File: config.mk
export PLATFORM = sky130hd
export DESIGN_NAME = send_mem_fsm
export DESIGN_NICKNAME = d
export VERILOG_FILES = /design/src/rtl/send_mem_fsm_pkg.sv /design/src/rtl/send_mem_fsm_serializer.sv /design/src/rtl/send_mem_fsm.sv
export SDC_FILE = /design/constraint.sdc
export NUM_CORES = 1
export LEC_CHECK = 0
export CAP_MARGIN = 20
export CORE_MARGIN = 10
export CORE_UTILIZATION = 55
export CTS_BUF_LIST = sky130_fd_sc_hd__clkbuf_4 sky130_fd_sc_hd__clkbuf_8
export CTS_CLUSTER_SIZE = 12
export DETAILED_ROUTE_END_ITERATION = 8
export HOLD_SLACK_MARGIN = 0.05
export PLACE_DENSITY_LB_ADDON = 0.12
export SYNTH_ARGS = -nofsm -noshare
export SYNTH_HDL_FRONTEND = slang
export SYNTH_SLANG_ARGS = --single-unit
File: constraint.sdc
create_clock -name clk -period 3.3 [get_ports clk]
set_clock_uncertainty 0.2 [all_clocks]
set_input_delay 0.33 -clock clk [delete_from_list [all_inputs] [get_ports clk]]
set_output_delay 0.33 -clock clk [all_outputs]
set_load 0.005 [all_outputs]
File: src/rtl/send_mem_fsm_pkg.sv
// send_mem_fsm_pkg
// Shared constants and types for the debug-unit transmit sequencer.
// Defines the UART character width, the data-memory geometry, the debug
// frame constants and the sequencer state encoding.

package send_mem_fsm_pkg;

    // UART character width and data-memory geometry
    localparam int UART_BITS       = 8;
    localparam int DATA_ADDRS_BITS = 10;
    localparam int DATA_BITS       = 32;

    // Debug frame layout: one count byte, then each word as four bytes
    localparam int BYTES_PER_WORD  = 4;
    localparam int COUNT_BYTE_BITS = 8;

    // Sequencer states
    typedef enum logic [2:0] {
        IDLE,
        SEND_COUNT,
        WAIT_COUNT,
        READ_MEM,
        CAPTURE,
        SEND_BYTE,
        WAIT_BYTE,
        FINISH
    } state_t;

endpackage

File: src/rtl/send_mem_fsm_serializer.sv
// send_mem_fsm_serializer
// Word-to-byte serializer: holds one DATA_BITS word and hands it out
// UART_BITS at a time, most significant byte first. Reusable for any
// word dump (data memory, register file).
//
// Ports:
//   clk, rst    clock and asynchronous active-high reset
//   clear       zero the byte index (start of a new frame)
//   load        capture load_data and restart at byte 0
//   load_data   word to serialize
//   shift       advance to the next byte
//   next_byte   byte that will be on top after the next shift
//   last_byte   the byte currently on top is the final byte of the word

module send_mem_fsm_serializer
    import send_mem_fsm_pkg::*;
#(
    parameter int DATA_BITS = send_mem_fsm_pkg::DATA_BITS,
    parameter int UART_BITS = send_mem_fsm_pkg::UART_BITS
) (
    input  logic                 clk,
    input  logic                 rst,
    input  logic                 clear,
    input  logic                 load,
    input  logic [DATA_BITS-1:0] load_data,
    input  logic                 shift,
    output logic [UART_BITS-1:0] next_byte,
    output logic                 last_byte
);

    logic [DATA_BITS-1:0] shreg;
    logic [1:0]           byte_idx;

    // Shift register and byte index. The shift rotates rather than fills
    // with zeros: the outgoing byte is never observed again before the next
    // load, and rotating keeps every stored bit in use.
    always_ff @(posedge clk or posedge rst) begin
        if (rst) begin
            shreg    <= '0;
            byte_idx <= '0;
        end else if (load) begin
            shreg    <= load_data;
            byte_idx <= '0;
        end else if (shift) begin
            shreg    <= {shreg[DATA_BITS-UART_BITS-1:0], shreg[DATA_BITS-1 -: UART_BITS]};
            byte_idx <= byte_idx + 2'd1;
        end else if (clear) begin
            byte_idx <= '0;
        end
    end

    // The lookahead byte lets the owner register the next character in the
    // same cycle the shift happens.
    assign next_byte = shreg[DATA_BITS-UART_BITS-1 -: UART_BITS];
    assign last_byte = (byte_idx == 2'(BYTES_PER_WORD - 1));

endmodule

File: src/rtl/send_mem_fsm.sv
// send_mem_fsm
// Debug-unit transmit sequencer. On a start command it sends a count byte,
// then reads word_count words from data memory starting at address 0 and
// sends each as four bytes, MSB first, through the UART transmitter.
//
// Ports:
//   clk, rst      clock and asynchronous active-high reset
//   i_start       one-cycle dump request (ignored while busy)
//   i_word_count  number of words to send, sampled on an accepted start
//   o_mem_rd      one-cycle memory read strobe
//   o_mem_addr    read address, held until the word is captured
//   i_mem_data    memory data, valid the cycle after o_mem_rd
//   o_tx_start    one-cycle UART transmit request
//   o_tx_data     byte to transmit, held until i_tx_done
//   i_tx_done     UART finished the current byte
//   o_busy        dump in progress
//   o_done        one-cycle pulse when the frame is complete

module send_mem_fsm
    import send_mem_fsm_pkg::*;
#(
    parameter int UART_BITS       = send_mem_fsm_pkg::UART_BITS,
    parameter int DATA_ADDRS_BITS = send_mem_fsm_pkg::DATA_ADDRS_BITS,
    parameter int DATA_BITS       = send_mem_fsm_pkg::DATA_BITS
) (
    input  logic                       clk,
    input  logic                       rst,
    input  logic                       i_start,
    input  logic [UART_BITS-1:0]       i_word_count,
    output logic                       o_mem_rd,
    output logic [DATA_ADDRS_BITS-1:0] o_mem_addr,
    input  logic [DATA_BITS-1:0]       i_mem_data,
    output logic                       o_tx_start,
    output logic [UART_BITS-1:0]       o_tx_data,
    input  logic                       i_tx_done,
    output logic                       o_busy,
    output logic                       o_done
);

    state_t                     state, state_next;
    logic [UART_BITS-1:0]       word_cnt, word_cnt_next, word_cnt_dec;
    logic [DATA_ADDRS_BITS-1:0] addr, addr_next, addr_inc;

    logic                       mem_rd_next;
    logic [DATA_ADDRS_BITS-1:0] mem_addr_next;
    logic                       tx_start_next;
    logic [UART_BITS-1:0]       tx_data_next;
    logic                       busy_next;
    logic                       done_next;

    logic                       ser_clear;
    logic                       ser_load;
    logic                       ser_shift;
    logic [UART_BITS-1:0]       ser_next_byte;
    logic                       ser_last_byte;

    send_mem_fsm_serializer #(
        .DATA_BITS (DATA_BITS),
        .UART_BITS (UART_BITS)
    ) u_serializer (
        .clk       (clk),
        .rst       (rst),
        .clear     (ser_clear),
        .load      (ser_load),
        .load_data (i_mem_data),
        .shift     (ser_shift),
        .next_byte (ser_next_byte),
        .last_byte (ser_last_byte)
    );

    // State, counters and every output are registered. The next-state logic
    // computes the output values for the state being entered, so each
    // output is already valid during the first cycle of its state.
    always_ff @(posedge clk or posedge rst) begin
        if (rst) begin
            state      <= IDLE;
            word_cnt   <= '0;
            addr       <= '0;
            o_mem_rd   <= 1'b0;
            o_mem_addr <= '0;
            o_tx_start <= 1'b0;
            o_tx_data  <= '0;
            o_busy     <= 1'b0;
            o_done     <= 1'b0;
        end else begin
            state      <= state_next;
            word_cnt   <= word_cnt_next;
            addr       <= addr_next;
            o_mem_rd   <= mem_rd_next;
            o_mem_addr <= mem_addr_next;
            o_tx_start <= tx_start_next;
            o_tx_data  <= tx_data_next;
            o_busy     <= busy_next;
            o_done     <= done_next;
        end
    end

    // Next-state and next-output logic. Pulses default low and held values
    // default to their current register, so a state only spells out what
    // it changes. i_tx_done is consulted only in the two wait states, and
    // i_start only in IDLE.
    always_comb begin
        state_next    = state;
        word_cnt_next = word_cnt;
        addr_next     = addr;
        mem_rd_next   = 1'b0;
        mem_addr_next = o_mem_addr;
        tx_start_next = 1'b0;
        tx_data_next  = o_tx_data;
        busy_next     = o_busy;
        done_next     = 1'b0;
        ser_clear     = 1'b0;
        ser_load      = 1'b0;
        ser_shift     = 1'b0;
        word_cnt_dec  = word_cnt - 1'b1;
        addr_inc      = addr + 1'b1;

        case (state)
            IDLE: begin
                if (i_start) begin
                    word_cnt_next = i_word_count;
                    addr_next     = '0;
                    ser_clear     = 1'b1;
                    tx_start_next = 1'b1;
                    tx_data_next  = i_word_count;
                    busy_next     = 1'b1;
                    state_next    = SEND_COUNT;
                end
            end

            SEND_COUNT: begin
                state_next = WAIT_COUNT;
            end

            WAIT_COUNT: begin
                if (i_tx_done) begin
                    if (word_cnt != '0) begin
                        mem_rd_next   = 1'b1;
                        mem_addr_next = addr;
                        state_next    = READ_MEM;
                    end else begin
                        done_next  = 1'b1;
                        busy_next  = 1'b0;
                        state_next = FINISH;
                    end
                end
            end

            READ_MEM: begin
                state_next = CAPTURE;
            end

            CAPTURE: begin
                ser_load      = 1'b1;
                tx_start_next = 1'b1;
                tx_data_next  = i_mem_data[DATA_BITS-1 -: UART_BITS];
                state_next    = SEND_BYTE;
            end

            SEND_BYTE: begin
                state_next = WAIT_BYTE;
            end

            WAIT_BYTE: begin
                if (i_tx_done) begin
                    ser_shift = 1'b1;
                    if (ser_last_byte) begin
                        addr_next     = addr_inc;
                        word_cnt_next = word_cnt_dec;
                        if (word_cnt_dec != '0) begin
                            mem_rd_next   = 1'b1;
                            mem_addr_next = addr_inc;
                            state_next    = READ_MEM;
                        end else begin
                            done_next  = 1'b1;
                            busy_next  = 1'b0;
                            state_next = FINISH;
                        end
                    end else begin
                        tx_start_next = 1'b1;
                        tx_data_next  = ser_next_byte;
                        state_next    = SEND_BYTE;
                    end
                end
            end

            FINISH: begin
                state_next = IDLE;
            end

            default: begin
                state_next = IDLE;
            end
        endcase
    end

endmodule

Word-level counts from Yosys, hierarchy flattened
Cells that the tools add are included.
{"block": "word_totals", "regBits": 77, "in_bits": 44, "out_inout_bits": 22}
{"block": "classes", "add_sub_neg": 3, "eq_ne": 17, "mux": 56, "n_reduce_logical": 14}
{"cell": "$mux W10", "count": 8}
{"cell": "$mux W32", "count": 2}
{"cell": "$mux W8", "count": 5}
{"cell": "$pmux W10 S2", "count": 2}
{"cell": "$pmux W3 S8", "count": 1}
{"cell": "$pmux W8 S3", "count": 1}
{"cell": "$mux W1", "count": 23}
{"cell": "$mux W3", "count": 6}
{"cell": "$ne A2 B2 Y1 const B", "count": 9}
{"cell": "$pmux W8 S2", "count": 1}
{"cell": "$reduce_bool A8 Y1", "count": 2}
{"cell": "$eq A3 B3 Y1 const B", "count": 4}
{"cell": "$add A10 B1 Y10 const B", "count": 1}
{"cell": "$reduce_bool A3 Y1", "count": 3}
{"cell": "$reduce_and A4 Y1", "count": 2}
{"cell": "$sub A8 B1 Y8 const B", "count": 1}
{"cell": "$reduce_and A7 Y1", "count": 1}
{"cell": "$eq A3 B2 Y1 const B", "count": 2}
{"cell": "$mux W2", "count": 3}
{"cell": "$pmux W1 S3", "count": 2}
{"cell": "$reduce_and A6 Y1", "count": 1}
{"cell": "$reduce_bool A2 Y1", "count": 3}
{"cell": "$pmux W1 S2", "count": 2}
{"cell": "$eq A3 B1 Y1 const B", "count": 1}
{"cell": "4 further kinds", "count": 4}

Longest topological paths before layout
{"block": "logic_depth", "word_depth": 6, "ltp_mapped": 9}

Hierarchy
Synthesis repeated with hierarchy kept, for this count alone.
{"block": "hier_totals", "cells_unflattened": 428, "hier_area_um2": 4107.7}
{"module": "send_mem_fsm", "instances": 1, "cells_each": 271, "area_per_inst_um2": 2466.1}
{"module": "send_mem_fsm_serializer", "instances": 1, "cells_each": 157, "area_per_inst_um2": 1641.6}

Worst setup path after synthesis
Ideal clock, no wire load.
{"block": "synth_path", "path_type": "flip-flop to flip-flop", "from": "register word_cnt[0]", "to": "register o_mem_addr[1]", "setup_time_ps": 125, "arrival_ps": 2130, "path_slack_ps": 845, "stages_incl_launch_ff": 9, "n_path_buf": 1, "period_less_slack_ps": 2455, "cell_sequence": "dfrtp_1 inv_1 ha_1 or4b_4 xnor2_2 o2bb2ai_2 a31oi_4 buf_12 mux2_4"}
{"block": "synth_between", "elab_chain_len": 4, "elab_cells_between_ends": 6}
{"element": "from (decl)", "line_no": "send_mem_fsm.sv:41", "source": "logic [UART_BITS-1:0] word_cnt, word_cnt_next, word_cnt_dec;"}
{"element": "from (signal assigned)", "line_no": "send_mem_fsm.sv:87", "source": "word_cnt <= word_cnt_next;"}
{"element": "$sub A8 B1 Y8", "line_no": "send_mem_fsm.sv:115", "source": "word_cnt_dec = word_cnt - 1'b1;"}
{"element": "$reduce_bool A8 Y1", "line_no": "send_mem_fsm.sv:170", "source": "if (word_cnt_dec != '0) begin"}
{"element": "$ne A2 B2 Y1 (no line)"}
{"element": "$reduce_and A6 Y1 (no line) (*)"}
{"element": "to (signal assigned)", "line_no": "send_mem_fsm.sv:90", "source": "o_mem_addr <= mem_addr_next;"}
{"element": "to (decl)", "line_no": "send_mem_fsm.sv:31", "source": "output logic [DATA_ADDRS_BITS-1:0] o_mem_addr,"}
Every way passes the cells marked *; elsewhere a longest branch is shown, timed or not.
A chain may end at the register's enable or synchronous reset.

Worst setup path in the final report
{"block": "layout_path", "from": "register word_cnt[0]", "to": "register o_mem_addr[8]"}
Same word-level chain as after synthesis.

==> results.json <==
{
  "status": "finished clean",
  "row_count": 30,
  "antenna_found_initial": 0,
  "drt_iter0_markers": 136,
  "fin_crit_sh_pct": 83.8,
  "r2r_cells": 7,
  "gr-total-overflow": 0,
  "crit_slowest_cell": "or4b_4",
  "worstSetupEndpointType": "register",
  "viasPerCell": 5.55,
  "ys_types": 47,
  "core_area_mm2": 0.00687,
  "crit_path_max_incr_delay_ns": 0.52,
  "grt_pass1_wl_um": 15300,
  "hold_class": "input port to asynchronous set/reset pin",
  "ir_drop_mv": 0.487,
  "grt_max_degree": 47,
  "syn_nets": 459,
  "final.min_clock_period_ns": 2.77,
  "die_w_um": 104,
  "total_power_mw": 3.88,
  "ctsHoldBuffers": 0,
  "r2r_end": "o_mem_addr[8]",
  "powerDensity_mw_per_mm2": 796,
  "finalSetupViolations": 0,
  "dr_total_vias": 3161,
  "grt_pass1_vias": 3142,
  "die-area_mm2": 0.0109,
  "r2r_slack_ns": 0.53,
  "portBuffers": 65,
  "clockBufferDepth": 2,
  "async_flop_share_pct": 100,
  "syn_avg_cell_area_um2": 9.54,
  "ios": 66,
  "cp_max_fo": 11,
  "finalSetupTns_ns": 0,
  "cts_resized": 0,
  "synth_top_flop_cell": "dfrtp_1",
  "cts_made_buffers": 9,
  "ys_warn_count": 0,
  "drv_cap": 0,
  "clk_latency_ns": 0.36,
  "ys_ff_latch": 77,
  "synthCells": 410,
  "diodes": 0,
  "drive_gt1_share_pct": 8.65,
  "path_class": "register to register",
  "dp_hpwl_um": 6500,
  "final_common_cell": "dfrtp_1",
  "ant_nets": 0,
  "final_cell_mix": "dfrtp_1, nand2_1, clkdlybuf4s50_1, o21ai_0, nor2_1",
  "cts_tree": "built",
  "syn_area_mm2": 0.00391,
  "cp_num_buf_inv": 1,
  "routabilityCongestion": 0.807,
  "startpoint_type": "register",
  "maxSlewHeadroom_pct": 54.7,
  "rsz0062_at_grt": "no",
  "worst_ep_required_time_ns": 3.34,
  "chipHeight_um": 104,
  "worstMarginPinSlew_ns": 0.678,
  "clockRootBuffer": "clkbuf_8",
  "synth-seq-area-share_pct": 49.3,
  "post_drt_wl_per_cell_um": 15.8,
  "grt_use_total_pct": 16.9,
  "hold_viol": 0,
  "timing.fmax_mhz": 362,
  "num-nets-final": 518,
  "arrival_ns": 2.81,
  "firstDrtPassIters": 4,
  "clk_pin_slew_ns": 0.08,
  "slew_violations": 0,
  "worstPathCellList": "inv_1 -> ha_1 -> or4b_4 -> xnor2_2 -> o2bb2ai_2 -> a31oi_4 -> mux2_2",
  "finalWirelength_um": 9020,
  "start_util_pct": 56.9,
  "post-cts-setup-buffers": 0,
  "htreeDepth": 3,
  "r2r-start": "word_cnt[0]",
  "syn_to_final_growth_pct": 24.5,
  "critPathTopFamily": "compound AO/OA/AOI/OAI gates",
  "leakagePower_nw": 2.14,
  "drc": 0,
  "cts_sinks": 77,
  "synth-edff-count": 0
}
## synthesized netlist by cell type (2+ instances only)
cell type / number / area, um^2
nor3b_1: 2 / 15.0
a22oi_1: 21 / 158
nand4_1: 6 / 37.5
xor2_1: 4 / 35.0
a22o_1: 2 / 17.5
mux2_4: 8 / 120
clkbuf_1: 16 / 60.1
xnor2_1: 6 / 52.6
a31oi_1: 3 / 18.8
a21o_1: 2 / 15.0
buf_2: 6 / 30.0
mux2i_1: 21 / 210
o211ai_1: 3 / 22.5
o31ai_1: 4 / 30.0
o21ai_0: 48 / 240
ha_1: 5 / 62.6
inv_1: 9 / 33.8
nor3_1: 5 / 25.0
dfrtp_1: 77 / 1930
nand2b_1: 3 / 18.8
and2_1: 3 / 18.8
nor2_1: 31 / 116
nand2_1: 76 / 285
a21oi_1: 16 / 80.1
and3_1: 3 / 18.8
buf_1: 2 / 7.51
nand3_1: 8 / 40.0
## final cells by class
cell class,instances,area (um^2)
fill,529,2000
sequential,77,1930
multi-input combinational,299,1840
timing repair buffer,73,723
clock buffer,11,145
tap,96,120
clock inverter,5,83.8
inverter,9,33.8
## logic make-up after synthesis
family	synth area share (%)
buffers and inverters	3.87
AOI/OAI and AO/OA	17.1
muxes	8.73
DFF	49.3
xor gates and xnor gates	2.66
adders and majority gates	1.60
and+or+nand+nor	16.8
## registers in the layout, summed over array words and instances, names as in the netlist
name,flops
u_serializer.shreg,32
addr,10
o_mem_addr,10
o_tx_data,8
word_cnt,8
state,3
u_serializer.byte_idx,2
o_busy,1
o_done,1
o_mem_rd,1
o_tx_start,1
## per-stage QoR
step	setup WS (ns)	hold WS [ns]	cell area (um^2)	utilization, %	std cells
after CTS	0.525	0.204	4870	70.9	570
after detailed placement	0.515	0.263	4640	67.5	554
after floorplan	0.803	0.247	3910	-	410
final	0.534	0.190	4870	70.9	570
after global placement	0.646	0.258	4640	67.5	554
after global routing	0.372	0.230	4870	70.9	570
## worst reg2reg max path, stage by stage, from the launching register on
cell and delay (ns):
dfrtp_1 0.42, inv_1 0.11, ha_1 0.25, or4b_4 0.52
xnor2_2 0.17, o2bb2ai_2 0.13, a31oi_4 0.47, mux2_2 0.39
## worst max path at each step
stage                                to  slack, ns  depth (start not counted)         from
after floorplan                 addr[0]       0.80                          1          rst
after global placement    o_mem_addr[8]       0.65                          7  word_cnt[0]
after detailed placement  o_mem_addr[8]       0.51                          7  word_cnt[0]
after CTS                 o_mem_addr[8]       0.53                          7  word_cnt[0]
after global routing      o_mem_addr[8]       0.37                          7  word_cnt[0]
final                     o_mem_addr[8]       0.53                          7  word_cnt[0]
## where the power goes
| group | switching [mW] | internal [mW] | total, mW |
|---|---|---|---|
| Clock | 0.352 | 0.456 | 0.808 |
| Combinational | 0.845 | 0.668 | 1.51 |
| Sequential | 0.274 | 1.28 | 1.55 |
| Total | 1.47 | 2.41 | 3.88 |
## routing by layer
metal	track usage, %	routed length, um	vias to the layer above
met5	0	0	-
met4	4.27	114	0
met3	5.58	430	14
met2	26.8	4310	78
met1	21.5	4160	1507
li1	-	-	1562
No activity file was read; power rests on OpenSTA's default activity.
